`src/rtl/cc_pkg.sv`:
```
// Shared types and constants for the candy-crush move controller.
// Board geometry, action buffer sizing, direction encoding and the move legality rule.
package cc_pkg;

  localparam int unsigned N_CELLS   = 36;
  localparam int unsigned N_STRIPE  = 4;
  localparam int unsigned ACT_DEPTH = 8;
  localparam int unsigned ACT_W     = 8;
  localparam logic [6:0]  SCORE_MAX = 7'd127;

  typedef enum logic [1:0] {
    DIR_UP    = 2'd0,
    DIR_DOWN  = 2'd1,
    DIR_LEFT  = 2'd2,
    DIR_RIGHT = 2'd3
  } dir_e;

  typedef enum logic [2:0] {
    IDLE,
    LOAD,
    ACT,
    ISSUE,
    WAIT_ENG,
    DONE
  } state_e;

  // Origin must be on the 6x6 board and the swap target must stay on it.
  function automatic logic move_legal(input logic [5:0] pos, input logic [1:0] dir);
    logic [2:0] x;
    logic [2:0] y;
    logic       ok;
    x  = pos[2:0];
    y  = pos[5:3];
    ok = (x <= 3'd5) && (y <= 3'd5);
    case (dir)
      DIR_UP:    ok = ok && (y != 3'd0);
      DIR_DOWN:  ok = ok && (y != 3'd5);
      DIR_LEFT:  ok = ok && (x != 3'd0);
      default:   ok = ok && (x != 3'd5);
    endcase
    return ok;
  endfunction

endpackage

```
`src/rtl/cc_act_fifo.sv`:
```
// Action buffer: circular FIFO with full/empty flags, simultaneous push/pop
// and a synchronous clear used when a sequence finishes.
module cc_act_fifo import cc_pkg::*; #(
  parameter int unsigned DEPTH = ACT_DEPTH,
  parameter int unsigned WIDTH = ACT_W
) (
  input  logic             clk,
  input  logic             rst,
  input  logic             clear_i,
  input  logic             push_i,
  input  logic [WIDTH-1:0] din_i,
  input  logic             pop_i,
  output logic [WIDTH-1:0] dout_o,
  output logic             full_o,
  output logic             empty_o
);

  localparam int unsigned PW = (DEPTH > 1) ? $clog2(DEPTH) : 1;
  localparam int unsigned CW = $clog2(DEPTH + 1);

  logic [WIDTH-1:0] mem_q [DEPTH];
  logic [PW-1:0]    rd_q, rd_d;
  logic [PW-1:0]    wr_q, wr_d;
  logic [CW-1:0]    cnt_q, cnt_d;
  logic             do_push;
  logic             do_pop;

  function automatic logic [PW-1:0] ptr_inc(input logic [PW-1:0] p);
    return (p == PW'(DEPTH - 1)) ? '0 : p + PW'(1);
  endfunction

  assign empty_o = (cnt_q == '0);
  assign full_o  = (cnt_q == CW'(DEPTH));
  assign do_pop  = pop_i && !empty_o;
  // A pop in the same cycle frees the slot, so a full buffer still accepts the push.
  assign do_push = push_i && (!full_o || do_pop);
  assign dout_o  = mem_q[rd_q];

  always_comb begin
    rd_d  = rd_q;
    wr_d  = wr_q;
    cnt_d = cnt_q;
    if (clear_i) begin
      rd_d  = '0;
      wr_d  = '0;
      cnt_d = '0;
    end else begin
      if (do_pop)  rd_d = ptr_inc(rd_q);
      if (do_push) wr_d = ptr_inc(wr_q);
      case ({do_push, do_pop})
        2'b10:   cnt_d = cnt_q + CW'(1);
        2'b01:   cnt_d = cnt_q - CW'(1);
        default: cnt_d = cnt_q;
      endcase
    end
  end

  always_ff @(posedge clk or posedge rst) begin
    if (rst) begin
      rd_q  <= '0;
      wr_q  <= '0;
      cnt_q <= '0;
    end else begin
      rd_q  <= rd_d;
      wr_q  <= wr_d;
      cnt_q <= cnt_d;
    end
  end

  always_ff @(posedge clk) begin
    if (do_push && !clear_i) mem_q[wr_q] <= din_i;
  end

endmodule

```
`src/rtl/cc_ctrl.sv`:
```
// Move controller: streams the board into the engine, buffers swap actions,
// issues legal moves one at a time and accumulates a saturating score.
module cc_ctrl import cc_pkg::*; #(
  parameter int unsigned N_CELLS   = cc_pkg::N_CELLS,
  parameter int unsigned N_STRIPE  = cc_pkg::N_STRIPE,
  parameter int unsigned ACT_DEPTH = cc_pkg::ACT_DEPTH
) (
  input  logic       clk,
  input  logic       rst,
  input  logic       in_valid_1,
  input  logic [2:0] in_color,
  input  logic       in_stripe,
  input  logic [5:0] in_starting_pos,
  input  logic       in_valid_2,
  input  logic [1:0] in_action,
  output logic       eng_wr_en,
  output logic [5:0] eng_wr_addr,
  output logic [2:0] eng_wr_color,
  output logic       eng_st_wr,
  output logic [1:0] eng_st_idx,
  output logic [5:0] eng_st_pos,
  output logic       eng_st_type,
  output logic       eng_start,
  output logic [5:0] eng_pos,
  output logic [1:0] eng_dir,
  input  logic       eng_done,
  input  logic [6:0] eng_gain,
  output logic       out_valid,
  output logic [6:0] out_score
);

  localparam int unsigned AW = $clog2(ACT_DEPTH + 1);

  state_e        state_q, state_d;
  logic [5:0]    beat_q, beat_d;
  logic [6:0]    score_q, score_d;
  logic [AW-1:0] acnt_q, acnt_d;
  logic          seen_q, seen_d;
  logic          pend_q, pend_d;

  logic          f_push, f_pop, f_clr;
  logic          f_full, f_empty;
  logic [7:0]    f_dout;
  logic          head_legal;
  logic          phase_end;
  logic [7:0]    score_sum;

  cc_act_fifo #(
    .DEPTH (ACT_DEPTH),
    .WIDTH (8)
  ) u_fifo (
    .clk     (clk),
    .rst     (rst),
    .clear_i (f_clr),
    .push_i  (f_push),
    .din_i   ({in_starting_pos, in_action}),
    .pop_i   (f_pop),
    .dout_o  (f_dout),
    .full_o  (f_full),
    .empty_o (f_empty)
  );

  assign head_legal = move_legal(f_dout[7:2], f_dout[1:0]);
  assign phase_end  = pend_q | (seen_q & ~in_valid_2);
  assign score_sum  = {1'b0, score_q} + {1'b0, eng_gain};

  always_comb begin
    state_d      = state_q;
    beat_d       = beat_q;
    score_d      = score_q;
    acnt_d       = acnt_q;
    seen_d       = seen_q;
    pend_d       = pend_q;
    f_push       = 1'b0;
    f_pop        = 1'b0;
    f_clr        = 1'b0;
    eng_wr_en    = 1'b0;
    eng_wr_addr  = '0;
    eng_wr_color = '0;
    eng_st_wr    = 1'b0;
    eng_st_idx   = '0;
    eng_st_pos   = '0;
    eng_st_type  = 1'b0;
    eng_start    = 1'b0;
    eng_pos      = '0;
    eng_dir      = '0;
    out_valid    = 1'b0;
    out_score    = '0;

    // Collection runs alongside issuing; the per-sequence action count is capped,
    // so beats past ACT_DEPTH are dropped even when pops have freed buffer space.
    if ((state_q == ACT || state_q == WAIT_ENG) && !pend_q) begin
      if (in_valid_2) begin
        seen_d = 1'b1;
        if (acnt_q < AW'(ACT_DEPTH) && !f_full) begin
          f_push = 1'b1;
          acnt_d = acnt_q + AW'(1);
        end
      end else if (seen_q) begin
        pend_d = 1'b1;
      end
    end

    case (state_q)
      IDLE, LOAD: begin
        if (in_valid_1) begin
          eng_wr_en    = 1'b1;
          eng_wr_addr  = beat_q;
          eng_wr_color = in_color;
          if (beat_q < 6'(N_STRIPE)) begin
            eng_st_wr   = 1'b1;
            eng_st_idx  = beat_q[1:0];
            eng_st_pos  = in_starting_pos;
            eng_st_type = in_stripe;
          end
          beat_d  = beat_q + 6'd1;
          state_d = (beat_q == 6'(N_CELLS - 1)) ? ACT : LOAD;
        end
      end
      ACT: begin
        if (!f_empty) begin
          f_pop = 1'b1;
          if (head_legal) begin
            eng_start = 1'b1;
            eng_pos   = f_dout[7:2];
            eng_dir   = f_dout[1:0];
            state_d   = WAIT_ENG;
          end else if (phase_end) begin
            state_d = ISSUE;
          end
        end else if (phase_end) begin
          state_d = ISSUE;
        end
      end
      ISSUE: begin
        if (!f_empty) begin
          f_pop = 1'b1;
          if (head_legal) begin
            eng_start = 1'b1;
            eng_pos   = f_dout[7:2];
            eng_dir   = f_dout[1:0];
            state_d   = WAIT_ENG;
          end
        end else begin
          state_d = DONE;
        end
      end
      WAIT_ENG: begin
        if (eng_done) begin
          score_d = (score_sum > {1'b0, SCORE_MAX}) ? SCORE_MAX : score_sum[6:0];
          if (phase_end && f_empty) state_d = DONE;
          else if (phase_end)       state_d = ISSUE;
          else                      state_d = ACT;
        end
      end
      DONE: begin
        out_valid = 1'b1;
        out_score = score_q;
        f_clr     = 1'b1;
        beat_d    = '0;
        score_d   = '0;
        acnt_d    = '0;
        seen_d    = 1'b0;
        pend_d    = 1'b0;
        state_d   = IDLE;
      end
      default: state_d = IDLE;
    endcase

    // Load writes follow in_valid_1 combinationally; keep every output quiet in reset.
    if (rst) begin
      eng_wr_en    = 1'b0;
      eng_wr_addr  = '0;
      eng_wr_color = '0;
      eng_st_wr    = 1'b0;
      eng_st_idx   = '0;
      eng_st_pos   = '0;
      eng_st_type  = 1'b0;
      eng_start    = 1'b0;
      eng_pos      = '0;
      eng_dir      = '0;
      out_valid    = 1'b0;
      out_score    = '0;
    end
  end

  always_ff @(posedge clk or posedge rst) begin
    if (rst) begin
      state_q <= IDLE;
      beat_q  <= '0;
      score_q <= '0;
      acnt_q  <= '0;
      seen_q  <= 1'b0;
      pend_q  <= 1'b0;
    end else begin
      state_q <= state_d;
      beat_q  <= beat_d;
      score_q <= score_d;
      acnt_q  <= acnt_d;
      seen_q  <= seen_d;
      pend_q  <= pend_d;
    end
  end

endmodule

```
`config.mk`:
```
export PLATFORM = sky130hd
export DESIGN_NAME = cc_ctrl
export DESIGN_NICKNAME = d
export VERILOG_FILES = /design/src/rtl/cc_pkg.sv /design/src/rtl/cc_act_fifo.sv /design/src/rtl/cc_ctrl.sv
export SDC_FILE = /design/constraint.sdc
export NUM_CORES = 1
export LEC_CHECK = 0
export CAP_MARGIN = 10
export CORE_ASPECT_RATIO = 1.4
export CORE_UTILIZATION = 31
export CTS_CLUSTER_SIZE = 30
export DETAILED_ROUTE_END_ITERATION = 12
export GPL_ROUTABILITY_DRIVEN = 0
export SLEW_MARGIN = 25
export SYNTH_ARGS = -nofsm -noshare
export SYNTH_HDL_FRONTEND = slang
export SYNTH_HIERARCHICAL = 1
export SYNTH_SLANG_ARGS = --single-unit
```
`constraint.sdc`:
```
create_clock -name clk -period 3.85 [get_ports clk]
set_input_delay 0.5775 -clock clk [delete_from_list [all_inputs] [get_ports clk]]
set_output_delay 0.5775 -clock clk [all_outputs]
set_load 0.01 [all_outputs]
```
==> flow_summary_export.csv <==
group,metric,value,unit
drt,vias,3349,
drt,wire_per_inst,16.9,µm
timing,fmax,272,MHz
finish,final_nets,497,
drt,drc,0,
logic_synthesis,ys_warn_count,6,
finish,instances_no_fill,653,
power_and_ir_drop,comb_power_share,15.3,%
global_routing,overflow,0,
logic_synthesis,synthXorXnorAreaFrac,2.72,%
drt,dr.pass1.iters,4,
finish,fin_area,6150,µm²
logic_synthesis,synth_edf_count,64,
finish,fillerInstances,1453,
placement,port_buffers,60,
cts,clock_latency,0.34,ns
critical_path,arrival,3.10,ns
logic_synthesis,synthAdderAreaFrac,4.71,%
cts,cts.clk_slew.worst_paths,0.06,ns
drt,avgViaCountPerCell,5.13,
placement,dp_hpwl,7670,µm
critical_path,cp_cell_sequence,"buf_12 -> buf_4 -> mux4_2 -> mux2_4 -> nor4_2 -> a311oi_2 -> a21oi_1 -> a221o_1 -> buf_4 -> nor4_4 -> and2_1 -> clkbuf_2",
critical_path,start_kind,"flip-flop",
logic_synthesis,synth_fp_nets,419,
logic_synthesis,synth_top_family_by_area,"simple AND/OR/NAND/NOR gates",
critical_path,required,3.27,ns
logic_synthesis,yosys_register_bits,96,
outcome,status,"completed",
die,die_h,150,µm
critical_path,cp_top_family,"multiplexers",
critical_path,cp_max_fo,8,
hold_path,min_path_type,"flip-flop to flip-flop",
global_routing,grt.busiest_layer,"met2",
power_and_ir_drop,max-vdd-ir-drop,0.268,mV
critical_path,max_stage_delay,0.50,ns
critical_path,crit_buf_inv,4,
logic_synthesis,ys_types,56,
power_and_ir_drop,p_int,1.94,mW
die,dieArea,16100,µm²
logic_synthesis,synth_compound_area_share,8.46,%
global_routing,antenna_found_initial,0,
die,die_w,108,µm
finish,n_antenna_cell,0,
logic_synthesis,syn_avg_cell_area,12.8,µm²
timing,max_slew_margin,33.8,%
logic_synthesis,synthArstFlopShare,33.3,%
placement,place_area,5730,µm²
critical_path,crit_top_cell,"buf_4",
power_and_ir_drop,p_per_area,421,nW/µm²
global_routing,met2_usage,25.4,%
critical_path,critical_path_class,"flip-flop to output pin",
cts,cts_buffers,9,
power_and_ir_drop,p_switching,656,µW
logic_synthesis,synthMuxAreaShare,10.6,%
critical_path,cp_slowest_cell,"mux4_2",
power_and_ir_drop,p_leak,2.42,nW
global_routing,grt_pass1_wl,17800,µm
drt,antenna_left,0,
timing,tns,0,ns
drt,routed_wl,11100,µm
cts,cts_tree,"yes",
cts,cts_num_sinks,96,
drt,detailedRoute.firstIterationViolations,153,
die,core_area,15100,µm²
critical_path,critPathCaptureType,"output pin",
cts,cts_root_buf,"clkbuf_16",
timing,finalMaxSlewViolations,0,
timing,hold_viol_final,0,
power_and_ir_drop,pwr-share-clk,36.4,%
logic_synthesis,seq_area_frac_synth,56.3,%
run,drv_cap,0,
timing,period_needed,3.68,ns
die,rows,53,
logic_synthesis,netlist_instances,378,
timing,period_share,95.6,%
global_routing,use_met1,17.9,%
cts,htreeDepth,3,
power_and_ir_drop,pwr-share-seq,48.3,%
timing,rsz0062_at_grt,"false",
power_and_ir_drop,p_sw_share,25.3,%
cts,cts_max_path_buffers,2,
timing,fin_skew,0.00664,ns
cts,postCtsHoldBufs,0,
global_routing,grt_usage,14.7,%
global_routing,grt_max_degree,30,
logic_synthesis,synthFlopType,"edfxtp_1",
timing,worstMarginPinSlew,0.989,ns
global_routing,grt_pass1_vias,3431,
timing,setup_violations,0,
die,start_util,32.0,%
logic_synthesis,netlist_area,4840,µm²
die,io_pins,61,
placement,dpl.cell_count,631,
logic_synthesis,yosys.area_share.simple,15.0,%
finish,drive_above_1_share,16.9,%
global_routing,grt_use_met3,2.57,%
finish,area_delta_synth_final,27.2,%
## final cells by class
cell class	instances	area, µm²	area share (%)
clock inverters	2	35.0	0.569
clock buffers	14	285	4.64
flip-flops and latches	96	2730	44.3
repair buffers	82	788	12.8
inverters	7	26.3	0.427
multi-input cells	260	2050	33.4
well taps	192	240	3.90
## power groups by stage
stage | logic [mW] | clock network, mW | registers (mW)
2_1_floorplan | 0.254 | 0 | 1.24
3_3_place_gp | 0.382 | 0 | 1.27
3_5_place_dp | 0.399 | 0 | 1.27
4_1_cts | 0.401 | 0.963 | 1.25
5_1_grt | 0.449 | 1.00 | 1.26
6_report | 0.396 | 0.944 | 1.25
## placed cells by master (no fill, tap or decap), types with 10 or more instances in the layout
cell / count
edfxtp_1: 64
clkdlybuf4s50_1: 51
nor2_1: 45
dfrtp_1: 30
and2_1: 21
a21oi_1: 20
buf_4: 19
nand2_1: 17
and3_1: 17
mux4_2: 16
ha_1: 15
o21ai_0: 12
clkbuf_16: 11
xnor2_1: 10
## metrics by stage
step           worst slack [ns]  power, mW  util, %  hold WS [ns]
6_report                  0.169       2.59     40.7         0.524
5_1_grt                  0.0872       2.71     40.7         0.544
4_1_cts                 -0.0865       2.62     40.3         0.528
3_5_place_dp              0.120       1.67     37.9         0.511
3_3_place_gp              0.152       1.65     37.9         0.526
2_1_floorplan             0.636       1.49        -         0.418
## final timing paths
kind                                   endpoint  slack (ns)  cells after the start      startpoint
worst max-delay path                 eng_dir[0]        0.17                     12  u_fifo/rd_q[0]
worst min register to register        acnt_q[3]        0.52                      2       acnt_q[3]
worst max register to register  u_fifo/cnt_q[3]        0.73                      9      state_q[2]
worst min-delay path                  acnt_q[3]        0.52                      2       acnt_q[3]
min in group asynchronous        u_fifo/rd_q[2]        0.84                      2             rst
max in group asynchronous             beat_q[0]        2.68                      3             rst
## cells in the mapped netlist (6+ instances only)
cell / n / area [µm²]
o21ai_0: 12 / 60.1
and3_1: 17 / 106
mux2_2: 8 / 90.1
a21oi_1: 20 / 100
nor2_1: 45 / 169
nand2_1: 17 / 63.8
mux2i_1: 6 / 60.1
and2_1: 21 / 131
nor3_1: 6 / 30.0
mux4_2: 16 / 360
inv_1: 7 / 26.3
buf_2: 8 / 40.0
ha_1: 15 / 188
dfrtp_1: 32 / 801
xnor2_1: 10 / 87.6
edfxtp_1: 64 / 1920
## worst min-delay path, delay by kind of cell (launching register included)
family,cells,cell delay (ns)
DFF,1,0.36
AOI/OAI and AO/OA,1,0.05
and+or+nand+nor,1,0.07
## kinds of logic (layout without fill, tap and decap cells)
| family | after synthesis | in the layout |
|---|---|---|
| buf+inv | 23 | 105 |
| compound gates | 61 | 61 |
| flops | 96 | 96 |
| mux | 30 | 30 |
| fa+ha+maj | 17 | 17 |
| simple gates | 136 | 137 |
| xor+xnor | 15 | 15 |
## repair_timing
item	in CTS	in global routing
endpoints found under the setup margin	9	9
gates resized for setup	9	22
setup buffers	3	1
pin swaps	0	2
gates cloned	1	1
## flip-flops by register name, summed over array words and instances, names as in the netlist, 3 cells and up
signal and cells:
u_fifo/mem_q 64, state_q 3, u_fifo/rd_q 3, u_fifo/cnt_q 4
u_fifo/wr_q 3, acnt_q 4, score_q 7, beat_q 6
## routing by layer
layer,part of all wire (%),vias to the layer above
met5,0,-
met4,1.7,0
met3,3.9,11
met2,51,80
met1,43,1673
li1,-,1585
Power figures use the tool's default switching activity.
